==> src/rtl/acard_pkg.sv <==
// acard_pkg
// Shared types and constants for the Arcade Card port bank: per-port register
// set, control-bit positions, MMIO register offsets, FSM states and ID bytes.
// No ports (package only).
package acard_pkg;

  typedef struct packed {
    logic [23:0] base;
    logic [15:0] offset;
    logic [15:0] incr;
    logic [7:0]  ctrl;
  } port_t;

  // control register bit positions
  localparam int CTRL_STEP    = 0;
  localparam int CTRL_ADD     = 1;
  localparam int CTRL_SEXT    = 3;
  localparam int CTRL_TGT     = 4;
  localparam int CTRL_TRIG_LO = 5;
  localparam int CTRL_TRIG_HI = 6;
  localparam int CTRL_DEC     = 7;

  // per-port register offsets (A[3:0])
  localparam logic [3:0] REG_BASE0 = 4'd2;
  localparam logic [3:0] REG_BASE1 = 4'd3;
  localparam logic [3:0] REG_BASE2 = 4'd4;
  localparam logic [3:0] REG_OFS0  = 4'd5;
  localparam logic [3:0] REG_OFS1  = 4'd6;
  localparam logic [3:0] REG_INC0  = 4'd7;
  localparam logic [3:0] REG_INC1  = 4'd8;
  localparam logic [3:0] REG_CTRL  = 4'd9;
  localparam logic [3:0] REG_ADD   = 4'd10;

  // add-offset trigger encodings in ctrl[6:5]
  localparam logic [1:0] TRIG_OFS0 = 2'd1;
  localparam logic [1:0] TRIG_OFS1 = 2'd2;
  localparam logic [1:0] TRIG_ADD  = 2'd3;

  // global register offsets (A[4:0] with A[7:5] = 3'b111)
  localparam logic [4:0] GREG_SHIFT = 5'h04;
  localparam logic [4:0] GREG_ROT   = 5'h05;
  localparam logic [4:0] GREG_ID0   = 5'h1C;
  localparam logic [4:0] GREG_ID1   = 5'h1D;
  localparam logic [4:0] GREG_ID2   = 5'h1E;
  localparam logic [4:0] GREG_ID3   = 5'h1F;

  localparam logic [7:0] ID_BYTE0 = 8'h00;
  localparam logic [7:0] ID_BYTE1 = 8'h00;
  localparam logic [7:0] ID_BYTE2 = 8'h10;
  localparam logic [7:0] ID_BYTE3 = 8'h51;

  localparam logic [4:0] MMIO_PAGE_LO = 5'h1A;
  localparam logic [5:0] DIRECT_PAGE  = 6'h10;

  typedef enum logic [1:0] {
    ST_IDLE,
    ST_REQ,
    ST_HOLD
  } state_t;

endpackage

==> src/rtl/acard_shifter.sv <==
// acard_shifter
// 32-bit latch with byte load, shift and rotate, reachable through the global
// registers 0x00..0x05. Only compiled when ACARD_SHIFTER_EN is defined.
// Ports:
//   clk, rst_n : clock, async active-low reset
//   wr         : one-cycle write strobe for global regs 0x00..0x05
//   sel        : A[2:0] register select
//   di         : CPU write data
//   rd         : read-back byte for the selected register
`ifdef ACARD_SHIFTER_EN
module acard_shifter
  import acard_pkg::*;
(
  input  logic       clk,
  input  logic       rst_n,
  input  logic       wr,
  input  logic [2:0] sel,
  input  logic [7:0] di,
  output logic [7:0] rd
);

  logic [31:0] latch;
  logic [3:0]  last_amt;
  logic [5:0]  amt;
  logic [31:0] shl, shr, rol, ror;

  // DI[3] selects right by 8-DI[2:0], giving a 1..8 right range
  assign amt = di[3] ? (6'd8 - {3'b000, di[2:0]}) : {3'b000, di[2:0]};
  assign shl = latch << amt;
  assign shr = latch >> amt;
  // shift by 32 (amt = 0) yields zero, so the rotate degenerates cleanly
  assign rol = shl | (latch >> (6'd32 - amt));
  assign ror = shr | (latch << (6'd32 - amt));

  always_ff @(posedge clk or negedge rst_n) begin
    if (!rst_n) begin
      latch    <= '0;
      last_amt <= '0;
    end else if (wr) begin
      case (sel)
        3'd0: latch[7:0]   <= di;
        3'd1: latch[15:8]  <= di;
        3'd2: latch[23:16] <= di;
        3'd3: latch[31:24] <= di;
        GREG_SHIFT[2:0]: begin
          latch    <= di[3] ? shr : shl;
          last_amt <= di[3:0];
        end
        GREG_ROT[2:0]: begin
          latch    <= di[3] ? ror : rol;
          last_amt <= di[3:0];
        end
        default: ;
      endcase
    end
  end

  always_comb begin
    rd = 8'hFF;
    case (sel)
      3'd0:            rd = latch[7:0];
      3'd1:            rd = latch[15:8];
      3'd2:            rd = latch[23:16];
      3'd3:            rd = latch[31:24];
      GREG_SHIFT[2:0]: rd = {4'h0, last_amt};
      GREG_ROT[2:0]:   rd = {4'h0, last_amt};
      default:         rd = 8'hFF;
    endcase
  end

endmodule
`endif

==> src/rtl/acard_port_bank.sv <==
// acard_port_bank
// NPORTS auto-indexing windows into external card RAM, programmed through a
// CPU MMIO window. Data accesses go to RAM through a registered REQ/ACK
// handshake; the CPU is stalled via RDY while a request is outstanding.
// Optional feature macro: ACARD_SHIFTER_EN (32-bit shift/rotate unit).
// Ports:
//   CLK, RST_N        : clock, async active-low reset
//   EN                : card present
//   WR_N, RD_N, A, DI : CPU bus strobes, address, write data
//   DO                : CPU read data (0xFF when nothing selected)
//   SEL_N             : MMIO window select
//   RDY               : CPU ready (low = wait)
//   RAM_REQ/WE/A/D    : RAM request, write flag, address, write data
//   RAM_Q, RAM_ACK    : RAM read data, one-cycle completion
module acard_port_bank
  import acard_pkg::*;
#(
  parameter int NPORTS = 4,
  parameter int RAW    = 21
) (
  input  logic           CLK,
  input  logic           RST_N,
  input  logic           EN,
  input  logic           WR_N,
  input  logic           RD_N,
  input  logic [20:0]    A,
  input  logic [7:0]     DI,
  output logic [7:0]     DO,
  output logic           SEL_N,
  output logic           RDY,
  output logic           RAM_REQ,
  output logic           RAM_WE,
  output logic [RAW-1:0] RAM_A,
  output logic [7:0]     RAM_D,
  input  logic [7:0]     RAM_Q,
  input  logic           RAM_ACK
);

  state_t         state, state_nxt;
  port_t          ports [4];
  port_t          sel_port, wr_next, cur;
  logic           acc, acc_q, acc_edge, idle;
  logic           mmio, direct, mmio_data, data_acc, port_ok;
  logic           start, reg_wr, port_wr, glob, step_en, trig;
  logic           ena;
  logic [1:0]     pidx, cur_idx;
  logic [RAW-1:0] addr;
  logic [7:0]     rdata;
  logic [7:0]     shf_rd;

  function automatic logic [RAW-1:0] ofs_ext(input logic [15:0] ofs, input logic sx);
    return {{(RAW-16){sx & ofs[15]}}, ofs};
  endfunction

  function automatic logic [23:0] base_add(input logic [23:0] b, input logic [15:0] ofs);
    return b + {{8{ofs[15]}}, ofs};
  endfunction

  function automatic port_t step_port(input port_t p);
    port_t r;
    r = p;
    if (p.ctrl[CTRL_TGT])
      r.base = p.ctrl[CTRL_DEC] ? p.base - {8'h00, p.incr} : p.base + {8'h00, p.incr};
    else
      r.offset = p.ctrl[CTRL_DEC] ? p.offset - p.incr : p.offset + p.incr;
    return r;
  endfunction

  // address decode
  assign acc       = ~(WR_N & RD_N);
  assign acc_edge  = acc & ~acc_q;
  assign idle      = (state == ST_IDLE);
  assign mmio      = EN & (&A[20:13]) & (A[12:8] == MMIO_PAGE_LO);
  assign SEL_N     = ~mmio;
  assign direct    = EN & ena & (A[20:15] == DIRECT_PAGE);
  assign mmio_data = mmio & ~A[7] & (A[3:1] == 3'b000);
  assign data_acc  = direct | mmio_data;
  assign pidx      = direct ? A[14:13] : A[5:4];
  assign port_ok   = ({1'b0, pidx} < 3'(NPORTS));
  assign start     = idle & acc_edge & data_acc & port_ok;
  assign reg_wr    = idle & acc_edge & ~WR_N & mmio & ~A[7];
  assign port_wr   = reg_wr & port_ok;
  assign glob      = mmio & (A[7:5] == 3'b111);

  assign sel_port  = ports[pidx];
  assign cur       = ports[cur_idx];
  assign step_en   = (state == ST_REQ) & RAM_ACK & cur.ctrl[CTRL_STEP];
  assign addr      = sel_port.base[RAW-1:0] +
                     (sel_port.ctrl[CTRL_ADD] ? ofs_ext(sel_port.offset, sel_port.ctrl[CTRL_SEXT])
                                              : '0);

  // register write image; the add-offset sees the offset including this byte
  always_comb begin
    wr_next = sel_port;
    trig    = 1'b0;
    case (A[3:0])
      REG_BASE0: wr_next.base[7:0]    = DI;
      REG_BASE1: wr_next.base[15:8]   = DI;
      REG_BASE2: wr_next.base[23:16]  = DI;
      REG_OFS0:  wr_next.offset[7:0]  = DI;
      REG_OFS1:  wr_next.offset[15:8] = DI;
      REG_INC0:  wr_next.incr[7:0]    = DI;
      REG_INC1:  wr_next.incr[15:8]   = DI;
      REG_CTRL:  wr_next.ctrl         = DI;
      default: ;
    endcase
    case (sel_port.ctrl[CTRL_TRIG_HI:CTRL_TRIG_LO])
      TRIG_OFS0: trig = (A[3:0] == REG_OFS0);
      TRIG_OFS1: trig = (A[3:0] == REG_OFS1);
      TRIG_ADD:  trig = (A[3:0] == REG_ADD);
      default:   trig = 1'b0;
    endcase
    if (trig) wr_next.base = base_add(wr_next.base, wr_next.offset);
  end

  always_ff @(posedge CLK or negedge RST_N) begin
    if (!RST_N) begin
      for (int i = 0; i < 4; i++) ports[i] <= '0;
    end else begin
      for (int i = 0; i < 4; i++) begin
        if (i < NPORTS) begin
          if (port_wr && pidx == 2'(i))
            ports[i] <= wr_next;
          else if (step_en && cur_idx == 2'(i))
            ports[i] <= step_port(cur);
        end
      end
    end
  end

  // request launch / completion capture
  always_ff @(posedge CLK or negedge RST_N) begin
    if (!RST_N) begin
      acc_q   <= 1'b0;
      ena     <= 1'b0;
      RAM_A   <= '0;
      RAM_WE  <= 1'b0;
      RAM_D   <= '0;
      cur_idx <= '0;
      rdata   <= '0;
    end else begin
      acc_q <= acc;
      if (reg_wr) ena <= 1'b1;
      if (start) begin
        RAM_A   <= addr;
        RAM_WE  <= ~WR_N;
        RAM_D   <= DI;
        cur_idx <= pidx;
      end
      if (state == ST_REQ && RAM_ACK && !RAM_WE) rdata <= RAM_Q;
    end
  end

  always_ff @(posedge CLK or negedge RST_N) begin
    if (!RST_N) state <= ST_IDLE;
    else        state <= state_nxt;
  end

  always_comb begin
    state_nxt = state;
    RAM_REQ   = 1'b0;
    RDY       = 1'b1;
    case (state)
      ST_IDLE: if (start) state_nxt = ST_REQ;
      ST_REQ: begin
        RAM_REQ = 1'b1;
        RDY     = 1'b0;
        if (RAM_ACK) state_nxt = ST_HOLD;
      end
      ST_HOLD: if (!acc) state_nxt = ST_IDLE;
      default: state_nxt = ST_IDLE;
    endcase
  end

`ifdef ACARD_SHIFTER_EN
  logic glob_wr;
  assign glob_wr = idle & acc_edge & ~WR_N & glob & (A[4:0] <= GREG_ROT);
  acard_shifter u_shifter (
    .clk   (CLK),
    .rst_n (RST_N),
    .wr    (glob_wr),
    .sel   (A[2:0]),
    .di    (DI),
    .rd    (shf_rd)
  );
`else
  assign shf_rd = 8'hFF;
`endif

  always_comb begin
    DO = 8'hFF;
    if (data_acc) begin
      if (state == ST_HOLD && port_ok) DO = rdata;
    end else if (mmio && !A[7]) begin
      if (port_ok) begin
        case (A[3:0])
          REG_BASE0: DO = sel_port.base[7:0];
          REG_BASE1: DO = sel_port.base[15:8];
          REG_BASE2: DO = sel_port.base[23:16];
          REG_OFS0:  DO = sel_port.offset[7:0];
          REG_OFS1:  DO = sel_port.offset[15:8];
          REG_INC0:  DO = sel_port.incr[7:0];
          REG_INC1:  DO = sel_port.incr[15:8];
          REG_CTRL:  DO = sel_port.ctrl;
          default:   DO = 8'hFF;
        endcase
      end
    end else if (glob) begin
      case (A[4:0])
        GREG_ID0: DO = ID_BYTE0;
        GREG_ID1: DO = ID_BYTE1;
        GREG_ID2: DO = ID_BYTE2;
        GREG_ID3: DO = ID_BYTE3;
        default:  DO = (A[4:0] <= GREG_ROT) ? shf_rd : 8'hFF;
      endcase
    end
  end

endmodule

==> config.mk <==
export PLATFORM = sky130hd
export DESIGN_NAME = acard_port_bank
export DESIGN_NICKNAME = d
export VERILOG_FILES = /design/src/rtl/acard_pkg.sv /design/src/rtl/acard_shifter.sv /design/src/rtl/acard_port_bank.sv
export SDC_FILE = /design/constraint.sdc
export NUM_CORES = 1
export LEC_CHECK = 0
export BUFFER_PORTS_ARGS = -buffer_cell sky130_fd_sc_hd__buf_4
export CELL_PAD_IN_SITES_DETAIL_PLACEMENT = 1
export CELL_PAD_IN_SITES_GLOBAL_PLACEMENT = 2
export CORE_ASPECT_RATIO = 1.4
export CORE_MARGIN = 2
export CORE_UTILIZATION = 41
export DETAILED_ROUTE_END_ITERATION = 6
export GPL_TIMING_DRIVEN = 0
export HOLD_SLACK_MARGIN = 0.05
export PLACE_DENSITY = 0.87
export SLEW_MARGIN = 20
export SYNTH_ARGS = -nofsm -noshare
export SYNTH_HDL_FRONTEND = slang
export SYNTH_SLANG_ARGS = --single-unit
==> constraint.sdc <==
create_clock -name CLK -period 7.61 [get_ports CLK]
set_input_delay 0.761 -clock CLK [delete_from_list [all_inputs] [get_ports CLK]]
set_output_delay 0.761 -clock CLK [all_outputs]
set_load 0.1 [all_outputs]
; ---- After elaboration in Yosys (flattened, before gate mapping)
; Cells that the tools add are included.
[totals]
regBits = 300
inputBits = 43
out_inout_bits = 41
[classes]
addsub = 6
order_cmp = 2
eq_ne = 30
n_mux = 42
n_bitwise = 25
reduce_logical = 24
[op_table]
columns = operator, count
row1 = $mux W64, 12
row2 = $bmux W64 S2, 2
row3 = $mux W8, 12
row4 = $mux W24, 3
row5 = $pmux W8 S8, 1
row6 = $mux W16, 2
row7 = $eq A5 B5 Y1 const B, 5
row8 = $add A24 B16 Y24, 1
row9 = $add A24 B24 Y24, 1
row10 = $pmux W8 S3, 1
row11 = $sub A24 B16 Y24, 1
row12 = $add A21 B21 Y21, 1
row13 = $mux W21, 1
row14 = $and A1 B1 Y1, 17
row15 = $add A16 B16 Y16, 1
row16 = $eq A4 B3 Y1 const B, 4
row17 = $sub A16 B16 Y16, 1
row18 = $eq A2 B2 Y1 const B, 7
row19 = $eq A4 B4 Y1 const B, 3
row20 = $logic_and A1 B1 Y1, 11
row21 = $eq A2 B1 Y1 const B, 4
row22 = $eq A4 B2 Y1 const B, 2
row23 = $mux W2, 4
row24 = $reduce_and A8 Y1, 1
row25 = 17 further kinds, 31

; ---- Logic depth before layout (Yosys ltp)
[depth]
word_depth = 11
mapped_depth = 27

; ---- Worst setup path before layout
; Ideal clock, no wire load.
[synth_timing]
path_type = input to register
from = in A[18]
to = reg RAM_A[19]
arrival_time_ns = 6.712
t_required_ns = 7.476
slack_ns = 0.764
stages = 24
n_path_buf = 4
path_cell_list = nor4_2 > nand2_1 > clkbuf_1 > mux2i_2 > buf_2 > buf_2 > buf_2 > mux4_2 > and2_1 > ha_1 > a21o_1 > a21oi_1 > o21ai_0 > a21oi_1 > o21ai_0 > a21oi_1 > o21ai_0 > a2111oi_0 > o41a_1 > o21ai_0 > or4_1 > a31oi_1 > xor2_1 > o21ai_0
[synth_between]
elab_chain_cells = 10
[synth_lines]
columns = element, line
row1 = start: declaration, acard_port_bank.sv:26  ; input logic [20:0] A,
row2 = $eq A6 B5 Y1, acard_port_bank.sv:75  ; assign direct = EN & ena & (A[20:15] == DIRECT_PAGE);
row3 = $and A1 B1 Y1, acard_port_bank.sv:75
row4 = $mux W2, acard_port_bank.sv:78  ; assign pidx = direct ? A[14:13] : A[5:4];
row5 = $not A2 Y3 (implied by the code), acard_port_bank.sv:85  ; assign sel_port = ports[pidx];
row6 = $bmux W64 S2, acard_port_bank.sv:85
row7 = $mux W64 (implied by the code) (2 in series), acard_port_bank.sv:85
row8 = $and A1 B1 Y1, acard_port_bank.sv:52  ; return {{(RAW-16){sx & ofs[15]}}, ofs};
row9 = $mux W21, acard_port_bank.sv:89  ; (sel_port.ctrl[CTRL_ADD] ? ofs_ext(sel_port.offset, sel_port.ctrl[CTRL_SEXT])
row10 = $add A21 B21 Y21, acard_port_bank.sv:88  ; assign addr = sel_port.base[RAW-1:0] +
row11 = end signal: assignment, acard_port_bank.sv:145  ; RAM_A <= addr;
row12 = end: declaration, acard_port_bank.sv:33  ; output logic [RAW-1:0] RAM_A,
; Parallel ways exist; a longest one is shown, timed or not. The select of a mux whose other input is x is not followed.
; A chain may end at the register's enable or synchronous reset.

; ---- Final worst setup path
[layout_timing]
from = in A[18]
to = reg ports[120] in the netlist's numbering
[layout_between]
elab_chain_cells = 11
[layout_lines]
columns = element, line
row1 = $eq A6 B5 Y1, acard_port_bank.sv:75
row2 = $and A1 B1 Y1, acard_port_bank.sv:75
row3 = $mux W2, acard_port_bank.sv:78
row4 = $not A2 Y3 (implied by the code), acard_port_bank.sv:85
row5 = $bmux W64 S2, acard_port_bank.sv:85
row6 = $mux W64 (implied by the code) (2 in series), acard_port_bank.sv:85
row7 = "$mux W8, or another cell as far along", acard_port_bank.sv:96  ; case (A[3:0])
row8 = $add A24 B24 Y24 or $pmux W1 S3 (tied branches), "acard_port_bank.sv:56, acard_port_bank.sv:107"
row9 = $mux W24, acard_port_bank.sv:113  ; if (trig) wr_next.base = base_add(wr_next.base, wr_next.offset);
row10 = $mux W64, acard_port_bank.sv:122  ; if (port_wr && pidx == 2'(i))
row11 = end signal: indexed assignment, acard_port_bank.sv:123  ; ports[i] <= wr_next;
row12 = end signal: indexed assignment, acard_port_bank.sv:125  ; ports[i] <= step_port(cur);
row13 = end: declaration, acard_port_bank.sv:40  ; port_t ports [4];
; Parallel ways exist; a longest one is shown, timed or not. The select of a mux whose other input is x is not followed.

==> impl_metrics.json <==
{
  "synth_flop_cell": "dfrtp_1",
  "ys_warn_count": 0,
  "mappedNetlistNets": 2455,
  "crit_path_end": "ports[120]$_DFFE_PN0P_",
  "crit_chain": "buf_4 -> or4_1 -> clkbuf_1 -> nor2_4 -> buf_12 -> mux2i_4 -> clkbuf_8 -> clkbuf_2 -> mux4_2 -> mux2i_1 -> inv_1 -> ha_1 -> a21oi_1 -> maj3_1 -> o21ai_1 -> nand4_1 -> a21oi_1 -> nor2b_1 -> nor2_1 -> a21oi_1 -> xnor2_1 -> a21oi_1 -> o211ai_1",
  "setup_viol": 0,
  "grt-ovfl-total": 0,
  "drive_gt1_share_pct": 16.41,
  "ff2ff_path_depth": 22,
  "numCtsBuffers": 35,
  "vias": 23380,
  "netlist_top_cells_count": "dfrtp_1, nand2_1, o21ai_0",
  "crit_required_ps": 8010,
  "grt_usage_pct": 41.78,
  "synth-seq-cells": 300,
  "fmax_mhz": 132.1,
  "yosysUniqueCellTypes": 91,
  "critPathLaunch": "A[18]",
  "holdCritPathClass": "input pin to async pin",
  "n_fill_cell": 6194,
  "dr.pass1.iters": 6,
  "yosysMostFrequentCell": "dfrtp_1",
  "dieWidth_um": 202.6,
  "timing.rr.end": "ports[120]$_DFFE_PN0P_",
  "seq_area_sq_um": 7507,
  "cts_buffer_depth": 3,
  "wirelength_um": 120100,
  "grt_pass1_vias": 23840,
  "core_area_sq_um": 54470,
  "syn-cell-area_sq_um": 22630,
  "htreeDepth": 2,
  "drtIter0Drc": 2563,
  "tightest_slew_ps": 1312,
  "hpwl_um": 89030,
  "synth_area_leader_cell": "dfrtp_1",
  "worst_path_most_repeated_cell": "a21oi_1",
  "drc_errors": 0,
  "avgSynthCellArea_sq_um": 9.647,
  "maxCapViolations": 0,
  "yosysTopAreaCellShare_pct": 33.17,
  "synth_cells": 2346,
  "crit_fanout": 10,
  "fin_skew_ps": 16.09,
  "cp-start-kind": "input pin",
  "worstReg2RegStart": "ena$_DFFE_PN0P_",
  "fin_crit_ps": 7570,
  "grt_start_max_net_pins": 92,
  "status": "finished, final reports clean",
  "rsz0062_at_grt": "false",
  "cp.arrival_ps": 7970,
  "synth-seq-area-share_pct": 33.17,
  "post_drt_wl_per_cell_um": 37.29,
  "io_buffers": 75,
  "clock_latency_ps": 560,
  "cts.root.buffer_cell": "clkbuf_16",
  "synth-edff-count": 0,
  "postRouteAntennaNets": 0,
  "r2r_setup_slack_ps": 150,
  "vias_per_cell": 7.261,
  "max_slew_margin_pct": 11.84,
  "cts_sinks": 300,
  "grt_pass1_wl_um": 171000,
  "gp_congestion": 1.044,
  "syn_to_final_growth_pct": 13.26,
  "cts_tree": "built",
  "timing.final.max_slew_violations": 0,
  "dieArea_sq_um": 57120,
  "worstSetupEndpointType": "flip-flop",
  "p_leak_nw": 10.50,
  "final_nets": 2574,
  "rows": 101,
  "fin_crit_sh_pct": 99.47,
  "tns_ps": 0,
  "synth_area_leaders": "dfrtp_1, mux4_2, o21ai_0",
  "hold_viol_final": 0,
  "start_util_pct": 41.55,
  "peakVddDrop_v": 0.0001279,
  "clkTransAtPathRegs_ps": 60,
  "p_per_area_nw_per_um2": 139.9,
  "synthArstFlopShare_pct": 100.0,
  "hold_ws_ps": 112.1,
  "io-pin-count": 84,
  "critical_path_class": "input pin to flip-flop",
  "multiInputGateArea_sq_um": 14320,
  "cp_slowest_stage_delay_ps": 610,
  "antenna_found_initial": 11,
  "critPathSlowestCell": "a21oi_1",
  "die_y_um": 282
}
[flip-flops by register name (all words and copies together) (netlist names)]
register / count
cur_idx: 2
ports: 256
rdata: 8
ena: 1
acc_q: 1
state: 2
RAM_A: 21
RAM_D: 8
RAM_WE: 1
[routing by layer]
layer	GRT usage [%]	vias to the layer above	share of wire, %
met5	0	-	0.037
met4	38.76	6	11
met3	11.60	570	11
met2	65.57	1688	45
met1	45.90	11900	33
li1	-	9217	-
[report_power, final]
group	internal [mW]	leakage [nW]	total (mW)	switching [mW]
Combinational	0.0694	5.75	0.236	0.167
Clock	0.969	0.567	1.75	0.780
Sequential	1.60	4.18	1.60	0.00174
[worst min-delay path by stage]
| stage | from | to | slack, ps | cells after the start |
|---|---|---|---|---|
| after CTS | RST_N | ena$_DFFE_PN0P_ | 130 | 1 |
| final | RST_N | ena$_DFFE_PN0P_ | 110 | 1 |
| after detailed placement | RAM_A[9]$_DFFE_PN0P_ | RAM_A[9]$_DFFE_PN0P_ | 470 | 2 |
| after floorplan | ena$_DFFE_PN0P_ | ena$_DFFE_PN0P_ | 450 | 1 |
| after global routing | RST_N | ena$_DFFE_PN0P_ | 140 | 1 |
| after global placement | RAM_D[6]$_DFFE_PN0P_ | RAM_D[6]$_DFFE_PN0P_ | 460 | 2 |
[through the flow]
| stage | worst slack, ps | util (%) | instances | power, mW | instance area (sq um) |
|---|---|---|---|---|---|
| 5_1_grt | 15.21 | 47.04 | 3216 | 3.643 | 25620 |
| 4_1_cts | 0.5702 | 46.93 | 3213 | 3.569 | 25560 |
| 2_1_floorplan | 763.9 | - | 2346 | 1.730 | 22630 |
| 3_3_place_gp | -3356 | 44.24 | 3142 | 1.841 | 24100 |
| 6_report | 40.43 | 47.06 | 3220 | 3.585 | 25630 |
| 3_5_place_dp | -2615 | 44.64 | 3150 | 1.853 | 24320 |
[worst max-delay path, delay by kind of cell]
family | cells | cell delay (ps)
AOI/OAI and AO/OA | 6 | 2040
buffers and inverters | 6 | 1530
and+or+nand+nor | 5 | 1420
muxes | 3 | 1250
adders and majority gates | 2 | 790
xor gates and xnor gates | 1 | 150
[layout by cell type (no fill, tap or decap), drive strengths merged, types with 8 or more instances in the layout]
cell	instances
o221ai	45
a21o	30
o2111ai	8
mux2i	58
o21ai	234
inv	58
nor2	198
dfrtp	300
a22o	14
o31ai	14
a221oi	10
mux4	133
clkbuf	189
and3	9
o211ai	9
nand2	228
and2	31
xor2	31
mux2	36
o21bai	9
or3	9
ha	62
buf	124
nand3	35
nand2b	23
maj3	12
nor2b	21
nor3	23
clkinv	8
nand4	8
a22oi	132
a31oi	25
a21oi	98
a221o	81
xnor2	79
[cell type report]
| cell class | instances | share of cell area (%) |
|---|---|---|
| inverter | 55 | 0.8054 |
| clock buffer | 50 | 4.105 |
| tap | 721 | 3.519 |
| timing repair buffer | 89 | 3.095 |
| buffer | 174 | 2.904 |
| sequential | 300 | 29.29 |
| multi-input combinational | 1810 | 55.86 |
| clock inverter | 14 | 0.3612 |
| antenna | 7 | 0.06834 |
[kinds of logic after synthesis]
family                     after synthesis  share of synthesized area [%]
AOI/OAI and AO/OA                      771                          23.66
buffers and inverters                  236                          4.052
DFF                                    300                          33.17
muxes                                  227                          17.61
and+or+nand+nor                        623                          12.71
xor gates and xnor gates               111                          4.489
adders and majority gates               78                          4.318
[repair_timing]
action,CTS,global route
hold buffers,0,0
resized for setup,24,7
endpoints found under the setup margin,128,37
pin swaps,1,2
setup buffers,3,3
Power figures use the tool's default switching activity.
